$ cat src/rtl/pwm_multi_unit.sv
`default_nettype none
// ============================================================================
//  Module   : pwm_multi_unit
//  Purpose  : Multi-channel PWM generator. One shared prescaler and period
//             counter drive NUM_CH compare channels, each with its own duty,
//             enable and polarity. Period, duty, enable, polarity (and mode)
//             are held in shadow registers that only change at a period
//             boundary, so reprogramming never produces a runt pulse.
//  Options  : PWM_CENTER_ALIGN_EN - when defined, adds up/down
//             (center-aligned) counting selected by pwm_center. When it is
//             not defined, pwm_center is ignored and only edge-aligned
//             counting exists.
//  Ports    : pwm_clk, pwm_reset (sync, active high), pwm_en (run enable)
//             pwm_range    - period top value
//             pwm_prescale - counter advances every pwm_prescale+1 clocks
//             pwm_value    - packed duties, channel i at [i*CNT_WIDTH +: CNT_WIDTH]
//             pwm_ch_en    - per-channel output enable
//             pwm_polarity - per-channel invert and inactive level
//             pwm_center   - center-aligned mode select
//             pwm_load     - request shadow update at next period boundary
//             pwm_out      - registered PWM outputs
//             pwm_period   - one-cycle pulse after each period boundary
//             pwm_load_ack - one-cycle pulse when shadows are updated
//             pwm_count    - current counter value
//  Revision : 1.0 - initial release
// ============================================================================
module pwm_multi_unit #(
  parameter int NUM_CH      = 4,
  parameter int CNT_WIDTH   = 16,
  parameter int PRESC_WIDTH = 8
) (
  input  logic                        pwm_clk,
  input  logic                        pwm_reset,
  input  logic                        pwm_en,
  input  logic [CNT_WIDTH-1:0]        pwm_range,
  input  logic [PRESC_WIDTH-1:0]      pwm_prescale,
  input  logic [NUM_CH*CNT_WIDTH-1:0] pwm_value,
  input  logic [NUM_CH-1:0]           pwm_ch_en,
  input  logic [NUM_CH-1:0]           pwm_polarity,
  input  logic                        pwm_center,
  input  logic                        pwm_load,
  output logic [NUM_CH-1:0]           pwm_out,
  output logic                        pwm_period,
  output logic                        pwm_load_ack,
  output logic [CNT_WIDTH-1:0]        pwm_count
);

  localparam logic [CNT_WIDTH-1:0]   CNT_ZERO  = '0;
  localparam logic [CNT_WIDTH-1:0]   CNT_ONE   = CNT_WIDTH'(1);
  localparam logic [PRESC_WIDTH-1:0] PRESC_ONE = PRESC_WIDTH'(1);

  logic [PRESC_WIDTH-1:0]      presc_cnt;
  logic [CNT_WIDTH-1:0]        cnt;
  logic [CNT_WIDTH-1:0]        cnt_next;
  logic                        load_pending;
  logic [CNT_WIDTH-1:0]        range_s;
  logic [NUM_CH*CNT_WIDTH-1:0] value_s;
  logic [NUM_CH-1:0]           ch_en_s;
  logic [NUM_CH-1:0]           pol_s;
  logic [NUM_CH-1:0]           out_bits;
  logic [NUM_CH-1:0]           out_next;
  logic                        period_pulse;
  logic                        ack_pulse;
  logic                        tick;
  logic                        boundary;
  logic                        do_load;

  // >= rather than == so that lowering pwm_prescale below the running
  // prescaler value ticks at once instead of wrapping the whole range.
  assign tick    = (presc_cnt >= pwm_prescale);
  assign do_load = boundary && (load_pending || pwm_load);

`ifdef PWM_CENTER_ALIGN_EN
  localparam logic [0:0] DIR_UP   = 1'b0;
  localparam logic [0:0] DIR_DOWN = 1'b1;

  logic [0:0] dir_state;
  logic [0:0] dir_next;
  logic       center_s;

  // Direction state register.
  always_ff @(posedge pwm_clk) begin
    if (pwm_reset || !pwm_en) begin
      dir_state <= DIR_UP;
    end else if (tick) begin
      dir_state <= dir_next;
    end
  end

  // Next count / direction and boundary detect; applied only on tick.
  always_comb begin
    boundary = 1'b0;
    cnt_next = cnt;
    dir_next = dir_state;
    if (center_s) begin
      if (range_s == CNT_ZERO) begin
        // Degenerate range: counter parks at 0 and every tick ends a period.
        boundary = tick;
        cnt_next = CNT_ZERO;
        dir_next = DIR_UP;
      end else if (dir_state == DIR_UP) begin
        if (cnt >= range_s) begin
          cnt_next = cnt - CNT_ONE;
          dir_next = DIR_DOWN;
        end else begin
          cnt_next = cnt + CNT_ONE;
        end
      end else begin
        if (cnt == CNT_ZERO) begin
          // Bottom of the down slope: 0 is visited once per period.
          boundary = tick;
          cnt_next = CNT_ONE;
          dir_next = DIR_UP;
        end else begin
          cnt_next = cnt - CNT_ONE;
        end
      end
    end else begin
      dir_next = DIR_UP;
      if (cnt == range_s) begin
        boundary = tick;
        cnt_next = CNT_ZERO;
      end else begin
        cnt_next = cnt + CNT_ONE;
      end
    end
  end

  always_ff @(posedge pwm_clk) begin
    if (pwm_reset) begin
      center_s <= 1'b0;
    end else if (!pwm_en || do_load) begin
      center_s <= pwm_center;
    end
  end
`else
  logic unused_center;
  assign unused_center = pwm_center;

  always_comb begin
    boundary = 1'b0;
    cnt_next = cnt + CNT_ONE;
    if (cnt == range_s) begin
      boundary = tick;
      cnt_next = CNT_ZERO;
    end
  end
`endif

  // Per-channel compare against the live counter and current shadows.
  genvar ch;
  generate
    for (ch = 0; ch < NUM_CH; ch++) begin : g_ch
      logic raw;
      assign raw          = (cnt < value_s[ch*CNT_WIDTH +: CNT_WIDTH]);
      assign out_next[ch] = ch_en_s[ch] ? (raw ^ pol_s[ch]) : pol_s[ch];
    end
  endgenerate

  always_ff @(posedge pwm_clk) begin
    if (pwm_reset) begin
      presc_cnt    <= '0;
      cnt          <= '0;
      load_pending <= 1'b0;
      range_s      <= '0;
      value_s      <= '0;
      ch_en_s      <= '0;
      pol_s        <= '0;
      out_bits     <= '0;
      period_pulse <= 1'b0;
      ack_pulse    <= 1'b0;
    end else if (!pwm_en) begin
      // Stopped: shadows track the inputs so a restart uses fresh settings.
      presc_cnt    <= '0;
      cnt          <= '0;
      load_pending <= 1'b0;
      range_s      <= pwm_range;
      value_s      <= pwm_value;
      ch_en_s      <= pwm_ch_en;
      pol_s        <= pwm_polarity;
      out_bits     <= pol_s;
      period_pulse <= 1'b0;
      ack_pulse    <= 1'b0;
    end else begin
      presc_cnt    <= tick ? '0 : presc_cnt + PRESC_ONE;
      if (tick) begin
        cnt <= cnt_next;
      end
      out_bits     <= out_next;
      period_pulse <= boundary;
      ack_pulse    <= do_load;
      if (do_load) begin
        range_s      <= pwm_range;
        value_s      <= pwm_value;
        ch_en_s      <= pwm_ch_en;
        pol_s        <= pwm_polarity;
        load_pending <= 1'b0;
      end else if (pwm_load) begin
        load_pending <= 1'b1;
      end
    end
  end

  assign pwm_out      = out_bits;
  assign pwm_period   = period_pulse;
  assign pwm_load_ack = ack_pulse;
  assign pwm_count    = cnt;

endmodule
`default_nettype wire

$ cat config.mk
export PLATFORM = sky130hd
export DESIGN_NAME = pwm_multi_unit
export DESIGN_NICKNAME = d
export VERILOG_FILES = /design/src/rtl/pwm_multi_unit.sv
export SDC_FILE = /design/constraint.sdc
export NUM_CORES = 1
export LEC_CHECK = 0
export ABC_AREA = 1
export CAP_MARGIN = 20
export CORE_ASPECT_RATIO = 0.9
export CORE_MARGIN = 1
export CORE_UTILIZATION = 35
export CTS_BUF_LIST = sky130_fd_sc_hd__clkbuf_4
export DETAILED_ROUTE_END_ITERATION = 10
export PLACE_DENSITY = 0.57
export SLEW_MARGIN = 0
export SYNTH_ARGS = -nofsm -noshare
export SYNTH_HDL_FRONTEND = slang
export SYNTH_SLANG_ARGS = --single-unit
$ cat constraint.sdc
create_clock -name pwm_clk -period 4.4 [get_ports pwm_clk]
set_input_delay 0.44 -clock pwm_clk [delete_from_list [all_inputs] [get_ports pwm_clk]]
set_output_delay 0.44 -clock pwm_clk [all_outputs]
set_load 0.005 [all_outputs]
==> Word-level counts from Yosys, hierarchy flattened <==
Cells that the tools add are included.
{ "totals": {"register_bits": 119, "inputBits": 101, "wordCells": 44} }
{ "op_classes": {"n_addsub": 2, "magnitude_cmp": 5, "eq_ne": 2, "n_mux": 15, "n_bitwise": 5, "n_reduce_logical": 5} }
{ "op_table": {"columns": ["cell", "n"], "rows": [
  ["64-bit 2-to-1 mux", 2],
  ["16-bit < comparator", 4],
  ["16-bit 2-to-1 mux", 3],
  ["4-bit 2-to-1 mux", 5],
  ["16-bit by 1-bit adder with 16-bit output, second input constant", 1],
  ["16-bit == test", 1],
  ["8-bit by 1-bit adder with 8-bit output, second input constant", 1],
  ["8-bit >= comparator", 1],
  ["3-bit OR reduction", 2],
  ["1-bit 2-to-1 mux", 5],
  ["1-bit XOR", 4],
  ["2-bit by 1-bit != test with 1-bit output, second input constant", 1],
  ["2-bit OR reduction", 1],
  ["1-bit logical AND", 1],
  ["1-bit logical OR", 1],
  ["1-bit NOT", 1]
]} }

==> Depth between registers and ports, before layout <==
Gate-level depths: netlist of the first run.
{ "logic_depth": {"ltp_word": 5, "depth_mapped": 16, "depth_no_buf": 15} }

==> Least setup slack after synthesis of the first run <==
No wires, ideal clock.
{ "synth_path": {"kind": "input to register", "start": "in pwm_prescale[7]", "end": "reg cnt[6], in the netlist pwm_count[6]", "setup_ps": 115, "arrival_ps": 1795, "required_ps": 4285, "setup_slack_ps": 2489, "path_stages": 11, "n_path_buf": 1, "path_cell_list": "inv_1 -> ha_1 -> nand2_1 -> nor2_1 -> nand4_1 -> nand3_1 -> buf_2 -> nand3_1 -> nand2_2 -> inv_1 -> and3_1"} }
{ "synth_between": {"elab_chain_cells": 1} }
{ "synth_lines": {"columns": ["element", "line", "rtl"], "rows": [
  ["start, declared", "36", "input logic [PRESC_WIDTH-1:0] pwm_prescale,"],
  ["8-bit >= comparator", "70", "assign tick = (presc_cnt >= pwm_prescale);"],
  ["end signal, assigned", "187", "cnt <= cnt_next;"],
  ["end, declared", "53", "logic [CNT_WIDTH-1:0] cnt;"]
]} }
Every way passes these cells.
A chain may end at the register's enable or synchronous reset.

==> Worst setup path after layout of the first run <==
{ "layout_path": {"start": "in pwm_prescale[5]", "end": "reg ch_en_s[0]"} }
{ "layout_between": {"elab_chain_cells": 4} }
{ "layout_lines": {"columns": ["element", "line", "rtl"], "rows": [
  ["8-bit >= comparator", "70", null],
  ["1-bit 2-to-1 mux", "143", "if (cnt == range_s) begin"],
  ["1-bit logical AND", "71", "assign do_load = boundary && (load_pending || pwm_load);"],
  ["2-bit by 1-bit != test with 1-bit output (no line)", null, null],
  ["end signal, assigned", "179", "ch_en_s <= pwm_ch_en;"],
  ["end signal, assigned", "195", "ch_en_s <= pwm_ch_en;"],
  ["end, declared", "58", "logic [NUM_CH-1:0] ch_en_s;"]
]} }
Every way passes these cells.

==> results_dict.tcl, run 1 <==
set metrics [dict create \
    cts-htree-levels 4 \
    timing_worst_setup_path_type "input pin to register" \
    globalRoute.totalOverflow 0 \
    worst_r2r_path_depth 11 \
    final.setup.worst_slack_ns 1.658 \
    grt.total_usage_pct 19.25 \
    final_layout_size_suffix_gt1_share_pct 3.246 \
    max_freq_ghz 0.3647 \
    vias_per_cell 4.694 \
    dp_worst_setup_slack_ns 1.121 \
    totalWireLength_mm 18.98 \
    min_path_cells 4 \
    num_rows 48 \
    ys_seq_area_share_pct 34.36 \
    synth_area_per_cell_um2 6.700 \
    grt_pass1_wl_mm 29.62 \
    initial_utilization_pct 35.97 \
    layout.nets 1301 \
    grt_max_degree 175 \
    critical_path.startpoint_type "input pin" \
    ys.warnings.count 0 \
    detailroute.via_count 6529 \
    run_status "completed" \
    tritoncts "done" \
    post_cts_resized 0 \
    yosysUniqueCellTypes 31 \
    fin_worst_skew_ns 0.02114 \
    cts.clk_slew.worst_paths_ns 0.10 \
    globalplace.congestion 0.7727 \
    grt_antenna_before_repair 1 \
    critical_path.endpoint_type "register" \
    cts_buffer_depth 2 \
    final_max_slew_viol_count 0 \
    power-per-cell-area_nw_per_um2 262.6 \
    synth_largest_type_area_fraction_pct 34.36 \
    crit-reg2reg-launch "presc_cnt[5]$_SDFF_PP0_" \
    worstHoldEndpoint "value_s[37]$_SDFFE_PP0P_" \
    finalCritPeriodShare_pct 62.32 \
    yosys-top-cells-area "dfxtp_1 34%, nand2_1 13%, ha_1 13%" \
    clock_sinks 119 \
    worst_hold_path_type "input pin to register" \
    finalSetupTns_ns 0 \
    cts_made_buffers 17 \
    drt_drc 0 \
    floorplan.die.height_um 135.5 \
    detailedRoute.firstPassIterationCount 5 \
    maxCapViolCount 0 \
    timing.final.crit_period_ns 2.742 \
    syn_to_final_growth_pct 22.16 \
    leakagePower_nw 4.068 \
    hold_viol_final 0 \
    unrepaired_setup_endpoints_after_global_routing "no" \
    timing.critical_path.arrival_ns 3.22 \
    first_global_vias 5710 \
    synth.largest_area_cell "dfxtp_1" \
    place_hpwl_mm 12.69 \
    crit_required_ns 4.88 \
    clk_latency_ns 0.54 \
    vdd.ir_drop.worst_mv 0.1334 \
    dieWidth_um 150.4 \
    timing.rr.end "ch_en_s[0]$_SDFFE_PP0P_" \
    detailedRoute.firstIterationViolations 340 \
    layout_cell_area_excl_fill_um2 8471 \
    critPathMaxFanout 174 \
    slew_headroom_pct 42.87 \
    worst-r2r-setup-slack_ns 1.69 \
    drt-wirelength-per-cell_um 13.64 \
    tightest_slew_ns 0.8557 \
    ports_placed_on_the_boundary 123 \
    cts_hold_repair.buffers 0 \
    antenna_violating_nets_post_route 0 \
    holdCritStartpoint "pwm_en" \
    placement.io_buffers 121 \
    floorplan.die_area_um2 20380 \
    postSynthNetCount 1206 \
    core_region_area_um2 19280 \
    timing.final.setup_violations 0 \
    synthCells 1035 \
    synth-seq-cells 119 \
    clock_tree.root_cell "clkbuf_4" \
    instance_area_after_placement_um2 8250 \
    fin_worst_hold_slack_ns 0.4035 \
    netlist_area_um2 6934 \
    cts_post_setup_buffers_inserted 0 \
]
==> stage by stage <==
| stage | utilization (%) | power [mW] | instances |
|---|---|---|---|
| 6_report | 43.94 | 2.225 | 1391 |
| 2_1_floorplan | - | 1.408 | 1035 |
| 3_3_place_gp | 42.80 | 1.558 | 1361 |
| 5_1_grt | 43.94 | 2.364 | 1391 |
| 4_1_cts | 43.93 | 2.254 | 1390 |
| 3_5_place_dp | 42.80 | 1.562 | 1361 |
==> area by class of cell <==
type	instances	area, µm²
multi-input cells	732	3785
fillers	2075	10810
clock buffers	21	157.7
clock inverters	8	60.06
flip-flops and latches	119	2382
well taps	250	312.8
repair buffers	125	1264
inverters	135	506.7
diodes	1	2.502
==> cell usage after synthesis <==
cell type  count
a211oi_1       4
a21o_1         3
a21oi_1      120
a31oi_1        1
and2_1         1
and3_1         1
buf_1          4
buf_2         10
buf_4          1
buf_6          8
clkbuf_1      26
dfxtp_1      119
ha_1          70
inv_1        132
inv_2          3
nand2_1      235
nand2_2        1
nand3_1       98
nand3b_1       3
nand4_1        8
nor2_1       150
nor2_2         1
nor3_1        11
nor3b_1        3
nor4_1         2
o211ai_1       2
o21a_1         2
o21ai_0       11
or2_2          1
xnor2_1        2
xor2_1         2
==> report_power, final <==
part	leakage, nW	internal [mW]	switching, mW
Combinational	2.96	0.184	0.196
Clock	0.129	0.286	0.403
Sequential	0.983	1.14	0.0189
==> layout by cell type (no fill, tap or decap), types with 4 or more instances in the layout <==
master | Yosys | routed
a211oi_1 | 4 | 4
nand2_1 | 235 | 235
inv_1 | 132 | 131
clkdlybuf4s50_1 | 0 | 120
ha_1 | 70 | 70
clkinv_1 | 0 | 4
clkbuf_4 | 0 | 21
dfxtp_1 | 119 | 119
inv_2 | 3 | 4
o21ai_0 | 11 | 11
nand4_1 | 8 | 8
nand3_1 | 98 | 98
a21oi_1 | 120 | 120
nor3_1 | 11 | 11
nor2_1 | 150 | 150
==> sequential cells by signal, summed over array words and instances, names as in the netlist <==
name          cells
presc_cnt         8
value_s          64
pwm_out           4
range_s          16
load_pending      1
pwm_count        16
ch_en_s           4
pwm_period        1
pol_s             4
pwm_load_ack      1
==> worst max-delay path by stage <==
stage	startpoint	to	slack, ns
final	pwm_prescale[5]	ch_en_s[0]$_SDFFE_PP0P_	1.66
after floorplan	pwm_prescale[7]	pwm_count[6]$_SDFFE_PP0P_	2.49
after detailed placement	pwm_prescale[7]	ch_en_s[0]$_SDFFE_PP0P_	1.12
after CTS	presc_cnt[5]$_SDFF_PP0_	ch_en_s[0]$_SDFFE_PP0P_	1.69
after global placement	pwm_prescale[7]	ch_en_s[0]$_SDFFE_PP0P_	1.14
after global routing	presc_cnt[5]$_SDFF_PP0_	ch_en_s[3]$_SDFFE_PP0P_	1.34
==> routing by layer <==
metal  track usage, %  vias to the layer above  part of all wire (%)
li1                 -                     3490                     -
met1            26.90                     2876                    49
met2            29.42                      146                    44
met3            4.310                       17                   5.8
met4            5.499                        0                   1.1
met5                0                        -                     0
==> worst max-delay path: stages <==
cell	delay, ns
clkdlybuf4s50_1	0.46
inv_1	0.04
ha_1	0.30
a21oi_1	0.15
nor2_1	0.05
nor2_1	0.08
nand3_1	0.33
nand4_1	0.26
buf_12	0.53
nand2_1	0.24
nand2_1	0.12
nand2_1	0.05
nor2_1	0.08
==> kinds of logic after synthesis <==
family / count (synthesis) / synth area share (%)
AOI/OAI and AO/OA: 143 / 10.74
xor gates and xnor gates: 4 / 0.5053
adders and majority gates: 70 / 12.63
buffers and inverters: 184 / 11.06
DFF: 119 / 34.36
and+or+nand+nor: 515 / 30.71
No activity file was read; power rests on OpenSTA's default activity.
==> run 2, diff against run 1 <==
- clock period: 4.4 -> 2.85 ns (I/O delays scaled with it)
==> results_dict.tcl, run 2 (same netlist as run 1, synthesis figures left out) <==
set metrics [dict create \
    grt_antenna_before_repair 1 \
    dieWidth_um 150.4 \
    timing_worst_setup_path_type "register to register" \
    dp_worst_setup_slack_ns 0.2948 \
    cts_hold_repair.buffers 0 \
    largest_register_ff_count 64 \
    finalSetupTns_ns 0 \
    final_max_slew_viol_count 0 \
    layout.core_utilization_pct 44.96 \
    cts_post_setup_buffers_inserted 0 \
    power-per-cell-area_nw_per_um2 395.9 \
    most-common-layout-cells "235 x nand2_1, 150 x nor2_1, 131 x inv_1" \
    grt_util_met1_pct 26.83 \
    core_region_area_um2 19280 \
    timing.final.setup_violations 0 \
    crit_required_ns 3.27 \
    multi_input_area_um2 3785 \
    most_frequent_standard_cell_in_the_layout_excluding_fill_and_tap_cells "nand2_1" \
    drt-wirelength-per-cell_um 13.39 \
    critical_path.endpoint_type "register" \
    critical_path.startpoint_type "register" \
    max_freq_ghz 0.4364 \
    max_flop_register "value_s" \
    critPathMaxFanout 19 \
    run_status "completed" \
    worst-r2r-setup-slack_ns 0.56 \
    unrepaired_setup_endpoints_after_global_routing "no" \
    clk_latency_ns 0.54 \
    min_path_cells 3 \
    tritoncts "done" \
    drt_drc 0 \
    cts-htree-levels 4 \
    vias_per_cell 4.607 \
    vdd.ir_drop.worst_mv 0.2242 \
    cts.clk_slew.worst_paths_ns 0.11 \
    timing.final.crit_period_ns 2.292 \
    grt_pass1_wl_mm 30.02 \
    cts_buffer_depth 2 \
    totalWireLength_mm 18.93 \
    timing.critical_path.arrival_ns 2.71 \
    leakagePower_nw 4.181 \
    placement.io_buffers 121 \
    met3_global_route_usage_pct 4.916 \
    clock_sinks 119 \
    finalCritPeriodShare_pct 80.41 \
    num_rows 48 \
    place_hpwl_mm 13.07 \
    fin_worst_hold_slack_ns 0.3325 \
    slew_headroom_pct 52.65 \
    fin_worst_skew_ns 0.01823 \
    grt.total_usage_pct 19.31 \
    holdCritStartpoint "pwm_range[9]" \
    fillerInstances 2049 \
    crit-reg2reg-launch "pwm_count[9]$_SDFFE_PP0P_" \
    clock_tree.root_cell "clkbuf_4" \
    initial_utilization_pct 35.97 \
    syn_to_final_growth_pct 24.99 \
    detailedRoute.firstIterationViolations 388 \
    grt_use_met2_pct 29.65 \
    detailedRoute.firstPassIterationCount 4 \
    worst_r2r_path_depth 11 \
    globalRoute.totalOverflow 0 \
    worst_hold_path_type "input pin to register" \
    grt_max_degree 176 \
    floorplan.die.height_um 135.5 \
    timing.rr.end "range_s[13]$_SDFFE_PP0P_" \
    cts_made_buffers 17 \
    layout.nets 1321 \
    post_cts_resized 0 \
    seqCellArea_um2 2382 \
    floorplan.die_area_um2 20380 \
    antenna_violating_nets_post_route 0 \
    final.setup.worst_slack_ns 0.5584 \
    tightest_slew_ns 0.7102 \
    globalplace.congestion 0.7818 \
    worstHoldEndpoint "range_s[9]$_SDFFE_PP0P_" \
    busiest_layer "met2" \
    hold_viol_final 0 \
    first_global_vias 5847 \
    ports_placed_on_the_boundary 123 \
    detailroute.via_count 6515 \
    final_layout_size_suffix_gt1_share_pct 4.901 \
    maxCapViolCount 0 \
]
-- run 2: cell types whose count changed in the layout (fill, tap and decap cells not counted), sizes merged --
cell / change
buf: +20
clkinv: +4
clkbuf: -3
clkinvlp: +2
-- run 2: area by class of cell --
cell class	instances	area share [%]
Antenna cell	1	0.02887
Timing Repair Buffer	145	16.75
Inverter	135	5.847
Multi-Input combinational cell	732	43.67
Sequential cell	119	27.49
Tap cell	250	3.609
Clock inverter	14	1.054
Clock buffer	18	1.559
-- run 2: metal layers --
layer / up-vias / routed length [µm]
met1: 2815 / 9322
met2: 138 / 8245
met5: - / 0
met4: 0 / 188
li1: 3549 / -
met3: 13 / 1172
-- run 2: how the worst max path moves through the flow --
stage               slack (ns)  depth (start not counted)                        end                 startpoint
floorplan                 1.09                         11  pwm_count[6]$_SDFFE_PP0P_            pwm_prescale[7]
global placement          0.33                         12    range_s[8]$_SDFFE_PP0P_            pwm_prescale[7]
detailed placement        0.29                         12    range_s[8]$_SDFFE_PP0P_            pwm_prescale[7]
CTS                       0.51                         11   range_s[13]$_SDFFE_PP0P_  pwm_count[9]$_SDFFE_PP0P_
global route              0.43                         11   value_s[60]$_SDFFE_PP0P_  pwm_count[9]$_SDFFE_PP0P_
finish                    0.56                         11   range_s[13]$_SDFFE_PP0P_  pwm_count[9]$_SDFFE_PP0P_
-- run 2: worst max-delay path: stages (launching register included) --
cell and delay [ns]:
dfxtp_1 0.67, inv_1 0.15, nand2_1 0.09, nand2_1 0.05, nor2_1 0.10, nand2_1 0.07
nor2_1 0.16, nand4_1 0.20, buf_4 0.26, buf_12 0.17, a21oi_1 0.20, nor2_1 0.07
-- run 2: per-stage QoR --
step	power, mW	std cells	area [µm²]
floorplan	2.174	1035	6934
global placement	2.408	1381	8438
detailed placement	2.416	1381	8438
CTS	3.476	1413	8665
global route	3.650	1414	8667
finish	3.431	1414	8667
-- run 2: where the power goes --
group          total, mW  switching (mW)  internal, mW
clock               1.06           0.643         0.414
combinational      0.591           0.304         0.287
sequential          1.78          0.0282          1.76
total               3.43           0.975          2.46
